**config.mk**
```make
export PLATFORM = sky130hd
export DESIGN_NAME = fan_driver_flat
export DESIGN_NICKNAME = d
export VERILOG_FILES = /design/src/rtl/fan_if.sv /design/src/rtl/fan_driver.sv /design/src/flat_wrapper.sv
export SDC_FILE = /design/constraint.sdc
export NUM_CORES = 1
export LEC_CHECK = 0
export ABC_AREA = 0
export CAP_MARGIN = 0
export CORE_MARGIN = 4
export CORE_UTILIZATION = 55
export CTS_CLUSTER_SIZE = 8
export DETAILED_ROUTE_END_ITERATION = 10
export MAX_ROUTING_LAYER = met4
export PLACE_DENSITY = 0.82
export SYNTH_ARGS = -nofsm -noshare
export SYNTH_HDL_FRONTEND = slang
export SYNTH_SLANG_ARGS = --single-unit
export TNS_END_PERCENT = 50
```
**constraint.sdc**
```tcl
create_clock -name clock -period 7.2 [get_ports clock]
set_input_delay 1.44 -clock clock [delete_from_list [all_inputs] [get_ports clock]]
set_output_delay 1.44 -clock clock [all_outputs]
set_load 0.05 [all_outputs]
```
**src/rtl/fan_if.sv**
```systemverilog
// Controller/actuator bundle for fan_driver: requests and tach in, drives and status out.
interface fan_if;
    logic       cooler;
    logic       heater;
    logic [3:0] rps;
    logic       tach;
    logic       cooler_drive;
    logic       heater_drive;
    logic       fan_pwm;
    logic [3:0] cur_rps;
    logic       fault;

    modport master (
        output cooler, heater, rps, tach,
        input  cooler_drive, heater_drive, fan_pwm, cur_rps, fault
    );

    modport slave (
        input  cooler, heater, rps, tach,
        output cooler_drive, heater_drive, fan_pwm, cur_rps, fault
    );
endinterface

```
**src/rtl/fan_driver.sv**
```systemverilog
// Heater/cooler interlock with dead time, ramped fan speed and PWM fan drive.
// Optional tach stall detection is built when FAN_TACH_STALL_EN is defined.
module fan_driver #(
    parameter int unsigned RAMP_DIV    = 4,
    parameter int unsigned DEAD_CYCLES = 3,
    parameter int unsigned STALL_LIMIT = 64
) (
    input  logic clock,
    input  logic reset,
    fan_if.slave bus
);
    localparam int unsigned DW   = $clog2(DEAD_CYCLES + 1);
    localparam int unsigned DIVW = (RAMP_DIV > 1) ? $clog2(RAMP_DIV) : 1;

    typedef enum logic [1:0] {IDLE, HEAT, COOL, DEAD} state_t;

    state_t          state_q, state_d;
    logic [DW-1:0]   dead_q, dead_d;
    logic [DIVW-1:0] div_q, div_d;
    logic [3:0]      pwm_q, pwm_d;
    logic [3:0]      cur_q, cur_d;
    logic [3:0]      target;
    logic            step;
    logic            cooler_drive_q, heater_drive_q, fan_pwm_q, fault_q;
    logic            stall_q, stall_d;

    logic req_heat, req_cool, conflict;
    assign req_heat = bus.heater & ~bus.cooler;
    assign req_cool = bus.cooler & ~bus.heater;
    assign conflict = bus.heater & bus.cooler;

    // Interlock FSM: DEAD counts down from DEAD_CYCLES and exits on the cycle it reads zero
    always_comb begin
        state_d = state_q;
        dead_d  = dead_q;
        case (state_q)
            IDLE: begin
                if (req_heat)      state_d = HEAT;
                else if (req_cool) state_d = COOL;
            end
            HEAT: begin
                if (!req_heat) begin
                    state_d = DEAD;
                    dead_d  = DW'(DEAD_CYCLES);
                end
            end
            COOL: begin
                if (!req_cool) begin
                    state_d = DEAD;
                    dead_d  = DW'(DEAD_CYCLES);
                end
            end
            DEAD: begin
                if (dead_q == '0) begin
                    if (req_heat)      state_d = HEAT;
                    else if (req_cool) state_d = COOL;
                    else               state_d = IDLE;
                end else begin
                    dead_d = dead_q - DW'(1);
                end
            end
            default: state_d = IDLE;
        endcase
    end

`ifdef FAN_TACH_STALL_EN
    localparam int unsigned SW = $clog2(STALL_LIMIT + 1);

    logic          tach_q;
    logic [SW-1:0] stall_cnt_q, stall_cnt_d;

    // Counts cycles without a tach rising edge while the fan is commanded to spin
    always_comb begin
        stall_cnt_d = stall_cnt_q;
        if ((bus.tach && !tach_q) || (cur_q == 4'd0))
            stall_cnt_d = '0;
        else if (stall_cnt_q != SW'(STALL_LIMIT))
            stall_cnt_d = stall_cnt_q + SW'(1);
        stall_d = stall_q | (stall_cnt_d == SW'(STALL_LIMIT));
    end

    always_ff @(posedge clock or posedge reset) begin
        if (reset) begin
            tach_q      <= 1'b0;
            stall_cnt_q <= '0;
            stall_q     <= 1'b0;
        end else begin
            tach_q      <= bus.tach;
            stall_cnt_q <= stall_cnt_d;
            stall_q     <= stall_d;
        end
    end
`else
    logic unused_tach;
    assign unused_tach = bus.tach;
    assign stall_d     = 1'b0;
    assign stall_q     = 1'b0;
`endif

    // Speed ramp: one step toward target per divider wrap, forced to 0 on stall
    always_comb begin
        target = (state_q == COOL && !stall_q) ? bus.rps : 4'd0;
        step   = (div_q == DIVW'(RAMP_DIV - 1));
        div_d  = step ? '0 : div_q + DIVW'(1);
        pwm_d  = (pwm_q == 4'd14) ? 4'd0 : pwm_q + 4'd1;
        cur_d  = cur_q;
        if (step) begin
            if (cur_q < target)      cur_d = cur_q + 4'd1;
            else if (cur_q > target) cur_d = cur_q - 4'd1;
        end
        if (stall_d) cur_d = 4'd0;
    end

    always_ff @(posedge clock or posedge reset) begin
        if (reset) begin
            state_q        <= IDLE;
            dead_q         <= '0;
            div_q          <= '0;
            pwm_q          <= 4'd0;
            cur_q          <= 4'd0;
            cooler_drive_q <= 1'b0;
            heater_drive_q <= 1'b0;
            fan_pwm_q      <= 1'b0;
            fault_q        <= 1'b0;
        end else begin
            state_q        <= state_d;
            dead_q         <= dead_d;
            div_q          <= div_d;
            pwm_q          <= pwm_d;
            cur_q          <= cur_d;
            cooler_drive_q <= (state_d == COOL);
            heater_drive_q <= (state_d == HEAT);
            fan_pwm_q      <= (pwm_q < cur_q) && !stall_d;
            fault_q        <= conflict | stall_d;
        end
    end

    assign bus.cooler_drive = cooler_drive_q;
    assign bus.heater_drive = heater_drive_q;
    assign bus.fan_pwm      = fan_pwm_q;
    assign bus.cur_rps      = cur_q;
    assign bus.fault        = fault_q;
endmodule

```
**src/flat_wrapper.sv**
```systemverilog
// flat-port wrapper written by rule: the top's interface ports become plain ports
module fan_driver_flat 
#(
    parameter int unsigned RAMP_DIV    = 4,
    parameter int unsigned DEAD_CYCLES = 3,
    parameter int unsigned STALL_LIMIT = 64
)
  (clock, reset, bus_cooler, bus_heater, bus_rps, bus_tach, bus_cooler_drive, bus_heater_drive, bus_fan_pwm, bus_cur_rps, bus_fault);
  fan_if bus_i ();
  input  logic clock;
  input  logic reset;
  input wire logic [$bits(bus_i.cooler)-1:0] bus_cooler;
  input wire logic [$bits(bus_i.heater)-1:0] bus_heater;
  input wire logic [$bits(bus_i.rps)-1:0] bus_rps;
  input wire logic [$bits(bus_i.tach)-1:0] bus_tach;
  output wire logic [$bits(bus_i.cooler_drive)-1:0] bus_cooler_drive;
  output wire logic [$bits(bus_i.heater_drive)-1:0] bus_heater_drive;
  output wire logic [$bits(bus_i.fan_pwm)-1:0] bus_fan_pwm;
  output wire logic [$bits(bus_i.cur_rps)-1:0] bus_cur_rps;
  output wire logic [$bits(bus_i.fault)-1:0] bus_fault;
  assign bus_i.cooler = bus_cooler;
  assign bus_i.heater = bus_heater;
  assign bus_i.rps = bus_rps;
  assign bus_i.tach = bus_tach;
  assign bus_cooler_drive = bus_i.cooler_drive;
  assign bus_heater_drive = bus_i.heater_drive;
  assign bus_fan_pwm = bus_i.fan_pwm;
  assign bus_cur_rps = bus_i.cur_rps;
  assign bus_fault = bus_i.fault;
  fan_driver #(.RAMP_DIV(RAMP_DIV), .DEAD_CYCLES(DEAD_CYCLES), .STALL_LIMIT(STALL_LIMIT)) u_core (.clock(clock), .reset(reset), .bus(bus_i));
endmodule
```
==> load_flow_metrics.sql, run 1 <==
INSERT INTO impl_metrics (metric_group, metric, value, unit) VALUES
('cts', 'cts_buffers', '3', ''),
('worst_setup_path', 'critPathKind', 'in2reg', ''),
('sta', 'period_needed', '3.43', 'ns'),
('yosys', 'netlist-cell-type-count', '27', ''),
('sta', 'timing.setup.tns', '0', 'ns'),
('route', 'drt_wl_total', '1770', 'um'),
('floorplanning', 'die_h', '50.9', 'um'),
('sta', 'clock_skew', '0.00296', 'ns'),
('final_layout', 'layout.area.seq', '450', 'um^2'),
('hold_path', 'hold-path-cell-count', '1', ''),
('pwr', 'pwr_density_cell', '441', 'nW/um^2'),
('global_route', 'overflow', '0', ''),
('cts', 'clock_tree_from_tritoncts', 'built', ''),
('route', 'via_count', '720', ''),
('sta', 'final_min_period_over_clock_period', '47.7', '%'),
('worst_setup_path', 'reg2reg_depth', '12', ''),
('final_layout', 'fill_cells', '136', ''),
('sta', 'timing.final.hold_violations', '0', ''),
('yosys', 'ys_seq_area_share', '44.5', '%'),
('global_route', 'via_count_of_the_first_global_routing_pass', '751', ''),
('worst_setup_path', 'crit_path_top_delay_cell', 'sky130_fd_sc_hd__clkdlybuf4s50_1', ''),
('sta', 'maxSlewViolCount', '0', ''),
('cts', 'count_of_hold_fix_buffers_inserted_at_cts', '0', ''),
('worst_setup_path', 'regToRegStartpoint', 'u_core.state_q[0]', ''),
('placed_design', 'detailedPlacementHpwl', '1430', 'um'),
('worst_setup_path', 'worst_ep_required_time', '7.42', 'ns'),
('route', 'drt_drc_violations_left', '0', ''),
('placed_design', 'port_buffers', '15', ''),
('floorplanning', 'initial_core_util', '58.6', '%'),
('worst_setup_path', 'crit_family', 'compound AO/OA/AOI/OAI gates', ''),
('placed_design', 'gp_congestion', '0.812', ''),
('worst_setup_path', 'max_stage_delay_on_crit_path', '0.45', 'ns'),
('final_layout', 'layout.nets', '142', ''),
('hold_path', 'min_from', 'u_core.div_q[0]', ''),
('sta', 'rsz_0062_raised_after_global_routing', 'no', ''),
('floorplanning', 'core_area', '1730', 'um^2'),
('route', 'wl_per_cell', '12.2', 'um'),
('sta', 'worst_slew_pin_slew', '0.662', 'ns'),
('hold_path', 'worst_hold_path_type', 'reg2reg', ''),
('worst_setup_path', 'cp.arrival', '3.65', 'ns'),
('placed_design', 'placedInstanceArea', '1190', 'um^2'),
('final_layout', 'post_route_cells_drive_above_1_share', '9.17', '%'),
('worst_setup_path', 'crit_top_cell', 'sky130_fd_sc_hd__ha_1', ''),
('sta', 'setup_viol_count_final', '0', ''),
('global_route', 'antenna_violations_before_repair', '0', ''),
('global_route', 'grt_start_max_net_pins', '19', ''),
('worst_setup_path', 'timing.critical_path.to_type', 'flop', ''),
('sta', 'fmax', '0.291', 'GHz'),
('worst_setup_path', 'crit_start', 'bus_rps[3]', ''),
('pwr', 'post-layout-total-power', '0.000542', 'W'),
('pwr', 'ir_worst_vdd', '0.000260', 'V'),
('route', 'ant_nets', '0', ''),
('final_layout', 'final_common_cell', 'sky130_fd_sc_hd__dfrtp_1', ''),
('run_status', 'result_of_the_run', 'finished, final reports clean', ''),
('pwr', 'cellLeakagePower', '0.584', 'nW'),
('yosys', 'synth_nets', '122', ''),
('floorplanning', 'floorplan.rows', '15', ''),
('cts', 'max-clock-path-buffers', '2', ''),
('placed_design', 'place_ws', '3.44', 'ns'),
('cts', 'clkSlewWorstSetupHoldPaths', '0.10', 'ns'),
('route', 'detail_route.vias_per_cell', '4.97', ''),
('route', 'drt_iter0_drc', '6', ''),
('cts', 'cts.repair_timing.setup_buffer_count', '0', ''),
('floorplanning', 'die_area', '2590', 'um^2'),
('cts', 'h_tree_levels', '1', ''),
('run', 'max_cap_viol_count', '0', ''),
('floorplanning', 'num_io_pins', '17', ''),
('final_layout', 'multi_input_comb_area', '520', 'um^2'),
('route', 'first_pass_iters', '4', ''),
('final_layout', 'most-common-layout-cells', 'sky130_fd_sc_hd__dfrtp_1 (18), sky130_fd_sc_hd__clkdlybuf4s50_1 (15), sky130_fd_sc_hd__nand2_1 (11), sky130_fd_sc_hd__ha_1 (11), sky130_fd_sc_hd__inv_1 (10)', ''),
('worst_setup_path', 'critical_path_peak_fanout', '4', '');
## per-stage QoR
step           cells  util (%)  hold WS, ns
2_1_floorplan    101         -        0.403
6_report         145      71.2        0.436
3_3_place_gp     141      69.1        0.413
3_5_place_dp     141      69.1        0.423
5_1_grt          145      71.2        0.463
4_1_cts          145      71.2        0.438
## worst max-delay path by stage
stage	end	slack (ns)	cells after the start
floorplan	u_core.bus.cur_rps[3]	4.06	11
global placement	u_core.bus.cur_rps[3]	3.50	12
detailed placement	u_core.bus.cur_rps[3]	3.44	12
CTS	u_core.bus.cur_rps[3]	3.76	12
global route	u_core.bus.cur_rps[3]	3.62	12
finish	u_core.bus.cur_rps[3]	3.77	12
## flip-flops by register name (all words and copies together), names as in the netlist
signal                   flops
u_core.state_q               2
u_core.pwm_q                 4
u_core.bus.fault             1
u_core.bus.cooler_drive      1
u_core.bus.cur_rps           4
u_core.bus.fan_pwm           1
u_core.div_q                 2
u_core.bus.heater_drive      1
u_core.dead_q                2
## power by group
group | leakage [nW] | switching, W | total, W | internal, W
clock | 0.0210 | 0.0000305 | 0.0000613 | 0.0000308
combinational | 0.349 | 0.000185 | 0.000321 | 0.000136
sequential | 0.214 | 0.0000304 | 0.000160 | 0.000130
## Yosys cell counts
cell	n	area share, %
sky130_fd_sc_hd__dfrtp_1	18	44
sky130_fd_sc_hd__ha_1	11	14
sky130_fd_sc_hd__nand2_1	11	4.1
sky130_fd_sc_hd__inv_1	10	3.7
sky130_fd_sc_hd__a21oi_1	8	4.0
sky130_fd_sc_hd__o21ai_0	7	3.5
sky130_fd_sc_hd__nor2_1	6	2.2
sky130_fd_sc_hd__nand2b_1	4	2.5
sky130_fd_sc_hd__xnor2_1	3	2.6
sky130_fd_sc_hd__a21o_1	2	1.5
sky130_fd_sc_hd__and2_1	2	1.2
sky130_fd_sc_hd__mux2i_1	2	2.0
sky130_fd_sc_hd__nand3_1	2	0.99
sky130_fd_sc_hd__nor2b_1	2	1.2
sky130_fd_sc_hd__a21boi_0	1	0.74
sky130_fd_sc_hd__a21oi_2	1	0.87
sky130_fd_sc_hd__a22oi_1	1	0.74
sky130_fd_sc_hd__a31oi_1	1	0.62
sky130_fd_sc_hd__and2b_4	1	0.99
sky130_fd_sc_hd__fa_1	1	2.0
sky130_fd_sc_hd__inv_2	1	0.37
sky130_fd_sc_hd__mux2_2	1	1.1
sky130_fd_sc_hd__mux2_4	1	1.5
sky130_fd_sc_hd__nand4_1	1	0.62
sky130_fd_sc_hd__o21a_2	1	0.87
sky130_fd_sc_hd__o21ai_1	1	0.49
sky130_fd_sc_hd__o21ai_4	1	1.6
## kinds of logic after synthesis
family | after synthesis | synth area share [%]
AOI/OAI and AO/OA | 24 | 14.8
xor gates and xnor gates | 3 | 2.60
adders and majority gates | 12 | 15.6
buffers and inverters | 11 | 4.08
DFF | 18 | 44.5
muxes | 4 | 4.57
and+or+nand+nor | 29 | 13.8
## metal layers
layer  GRT usage [%]  wire length (um)
met1            19.6               798
met2            27.0               887
met3            2.92                60
met4            11.2                21
met5               -                 0
## cell type report
| type | count | area share, % |
|---|---|---|
| Multi-Input combinational cell | 72 | 42.3 |
| Sequential cell | 18 | 36.6 |
| Timing Repair Buffer | 15 | 12.2 |
| Inverter | 11 | 3.36 |
| Clock buffer | 4 | 2.95 |
| Tap cell | 25 | 2.54 |
Power figures use the tool's default switching activity.
==> run 2, diff against run 1 <==
- CORE_UTILIZATION: 55 -> 51
- PLACE_DENSITY: 0.82 -> 0.77
- clock period: 7.2 -> 3.3 ns (I/O delays scaled with it)
==> load_flow_metrics.sql, run 2 (synthesized netlist as in run 1, its figures left out) <==
INSERT INTO impl_metrics (metric_group, metric, value, unit) VALUES
('placed_design', 'port_buffers', '15', ''),
('floorplanning', 'die_h', '52.6', 'um'),
('pwr', 'pwr_density_cell', '947', 'nW/um^2'),
('global_route', 'grt_first_pass_wirelength', '3200', 'um'),
('floorplanning', 'die_area', '2760', 'um^2'),
('hold_path', 'min_from', 'u_core.div_q[0]', ''),
('worst_setup_path', 'crit_path_top_delay_cell', 'sky130_fd_sc_hd__clkdlybuf4s50_1', ''),
('global_route', 'overflow', '0', ''),
('final_layout', 'layout.nets', '142', ''),
('run_status', 'result_of_the_run', 'finished, final reports clean', ''),
('sta', 'final_min_period_over_clock_period', '81.8', '%'),
('placed_design', 'placedInstanceArea', '1190', 'um^2'),
('route', 'drt_drc_violations_left', '0', ''),
('final_layout', 'antenna_cells', '0', ''),
('placed_design', 'gp_congestion', '0.754', ''),
('hold_path', 'hold-path-cell-count', '1', ''),
('floorplanning', 'floorplan.rows', '15', ''),
('global_route', 'grt_start_max_net_pins', '19', ''),
('pwr', 'cellLeakagePower', '0.577', 'nW'),
('route', 'via_count', '729', ''),
('sta', 'worst_slew_pin_slew', '0.648', 'ns'),
('cts', 'cts-root-buf', 'sky130_fd_sc_hd__clkbuf_4', ''),
('worst_setup_path', 'critical_path.reg2reg.endpoint', 'u_core.bus.cur_rps[3]', ''),
('route', 'drt_wl_total', '1800', 'um'),
('final_layout', 'final_design_utilization', '67.5', '%'),
('sta', 'setup_viol_count_final', '0', ''),
('pwr', 'clock_power_share', '9.0', '%'),
('floorplanning', 'initial_core_util', '56.2', '%'),
('pwr', 'p_int', '0.000622', 'W'),
('floorplanning', 'die_w', '52.6', 'um'),
('route', 'drt_iter0_drc', '12', ''),
('cts', 'clock_latency_reported_for_the_late_side_of_the_worst_skew_pair', '0.28', 'ns'),
('worst_setup_path', 'crit_chain', 'clkdlybuf4s50_1, nand2_1, ha_1, a21oi_1, o21a_2, inv_2, ha_1, a21o_1, a21oi_2, nand3_1, mux2i_1, xnor2_1', ''),
('hold_path', 'worst_hold_path_type', 'reg2reg', ''),
('cts', 'clock-sinks', '18', ''),
('worst_setup_path', 'cp.buffers_inverters', '2', ''),
('cts', 'h_tree_levels', '1', ''),
('worst_setup_path', 'regToRegStartpoint', 'u_core.state_q[0]', ''),
('global_route', 'antenna_violations_before_repair', '0', ''),
('cts', 'cts.repair_timing.setup_buffer_count', '0', ''),
('sta', 'maxSlewViolCount', '0', ''),
('global_route', 'via_count_of_the_first_global_routing_pass', '732', ''),
('final_layout', 'fill_cells', '146', ''),
('worst_setup_path', 'max_stage_delay_on_crit_path', '0.45', 'ns'),
('worst_setup_path', 'reg2reg_depth', '12', ''),
('sta', 'clock_skew', '0.000533', 'ns'),
('pwr', 'seqPwrFrac', '30.5', '%'),
('final_layout', 'layout.area.seq', '450', 'um^2'),
('worst_setup_path', 'worst_ep_required_time', '3.51', 'ns'),
('final_layout', 'post_route_cells_drive_above_1_share', '8.40', '%'),
('sta', 'worst_hold_slack', '0.437', 'ns'),
('pwr', 'combinationalPowerShare', '60.5', '%'),
('sta', 'fmax', '0.370', 'GHz'),
('cts', 'cts_buffers', '3', ''),
('route', 'ant_nets', '0', ''),
('hold_path', 'timing.hold.worst_endpoint', 'u_core.div_q[0]', ''),
('cts', 'cts-resized-gates', '0', ''),
('worst_setup_path', 'critPathKind', 'in2reg', ''),
('global_route', 'grt.total_usage', '16.5', '%'),
('route', 'detail_route.vias_per_cell', '5.06', ''),
('sta', 'period_needed', '2.70', 'ns'),
('sta', 'rsz_0062_raised_after_global_routing', 'no', ''),
('pwr', 'p_sw_share', '46.0', '%'),
('cts', 'clkSlewWorstSetupHoldPaths', '0.09', 'ns'),
('pwr', 'power.switching', '0.000530', 'W'),
('route', 'wl_per_cell', '12.5', 'um'),
('placed_design', 'placed_cells_incl_taps', '141', ''),
('final_layout', 'final_common_cell', 'sky130_fd_sc_hd__dfrtp_1', ''),
('placed_design', 'detailedPlacementHpwl', '1450', 'um'),
('cts', 'clock_tree_from_tritoncts', 'built', ''),
('worst_setup_path', 'critical_path_peak_fanout', '4', ''),
('cts', 'max-clock-path-buffers', '2', ''),
('sta', 'timing.setup.tns', '0', 'ns'),
('final_layout', 'most-common-layout-cells', 'sky130_fd_sc_hd__dfrtp_1 (18), sky130_fd_sc_hd__clkdlybuf4s50_1 (15), sky130_fd_sc_hd__nand2_1 (11), sky130_fd_sc_hd__ha_1 (11), sky130_fd_sc_hd__inv_1 (10)', ''),
('final_layout', 'multi_input_comb_area', '520', 'um^2'),
('worst_setup_path', 'crit_top_cell', 'sky130_fd_sc_hd__ha_1', ''),
('floorplanning', 'num_io_pins', '17', ''),
('floorplanning', 'core_area', '1800', 'um^2'),
('sta', 'timing.final.hold_violations', '0', ''),
('run', 'max_cap_viol_count', '0', ''),
('sta', 'max_slew_margin', '56.7', '%'),
('route', 'first_pass_iters', '4', ''),
('final_layout', 'design_area', '1220', 'um^2'),
('worst_setup_path', 'cp.arrival', '2.91', 'ns'),
('cts', 'count_of_hold_fix_buffers_inserted_at_cts', '0', ''),
('pwr', 'ir_worst_vdd', '0.000691', 'V'),
('final_layout', 'layout-area-overhead-vs-synth', '20.1', '%'),
('final_layout', 'final-instance-count-excl-fill', '144', ''),
('worst_setup_path', 'crit_family', 'compound AO/OA/AOI/OAI gates', ''),
('worst_setup_path', 'startpoint_type', 'input pin', ''),
('worst_setup_path', 'timing.critical_path.to_type', 'flop', ''),
('worst_setup_path', 'r2r_setup_slack', '0.67', 'ns');
run 2: final cells by class:
cell class                 instances  area share [%]
multi-input combinational         72            42.8
clock buffer                       3            1.85
inverter                          11            3.40
sequential                        18            37.0
tap                               25            2.57
timing repair buffer              15            12.3
run 2: routing by layer:
metal | vias up | track usage, % | share of wire [%]
met5 | - | - | 0
met4 | 0 | 6.38 | 0.33
met3 | 2 | 3.42 | 3.2
met2 | 11 | 26.2 | 51
met1 | 340 | 20.5 | 45
li1 | 376 | - | -
run 2: how the worst max path moves through the flow:
| stage | startpoint | endpoint | slack [ns] | cells past startpoint |
|---|---|---|---|---|
| after floorplan | u_core.bus.cur_rps[1] | u_core.bus.cur_rps[3] | 0.91 | 10 |
| after global placement | bus_rps[3] | u_core.bus.cur_rps[3] | 0.38 | 12 |
| after detailed placement | bus_rps[3] | u_core.bus.cur_rps[3] | 0.31 | 12 |
| after CTS | bus_rps[3] | u_core.bus.cur_rps[3] | 0.61 | 12 |
| after global routing | bus_rps[3] | u_core.bus.cur_rps[3] | 0.49 | 12 |
| final | bus_rps[3] | u_core.bus.cur_rps[3] | 0.60 | 12 |
run 2: power groups by stage:
| stage | combinational (W) | sequential [W] | clock (W) |
|---|---|---|---|
| CTS | 0.000703 | 0.000354 | 0.000111 |
| finish | 0.000697 | 0.000352 | 0.000103 |
| global placement | 0.000667 | 0.000353 | 0 |
| global route | 0.000779 | 0.000364 | 0.000116 |
| detailed placement | 0.000700 | 0.000359 | 0 |
| floorplan | 0.000403 | 0.000474 | 0 |
run 2: through the flow:
step | total power (W) | setup slack (ns)
final | 0.00115 | 0.600
after global routing | 0.00126 | 0.492
after CTS | 0.00117 | 0.609
after detailed placement | 0.00106 | 0.306
after global placement | 0.00102 | 0.383
after floorplan | 0.000876 | 0.910
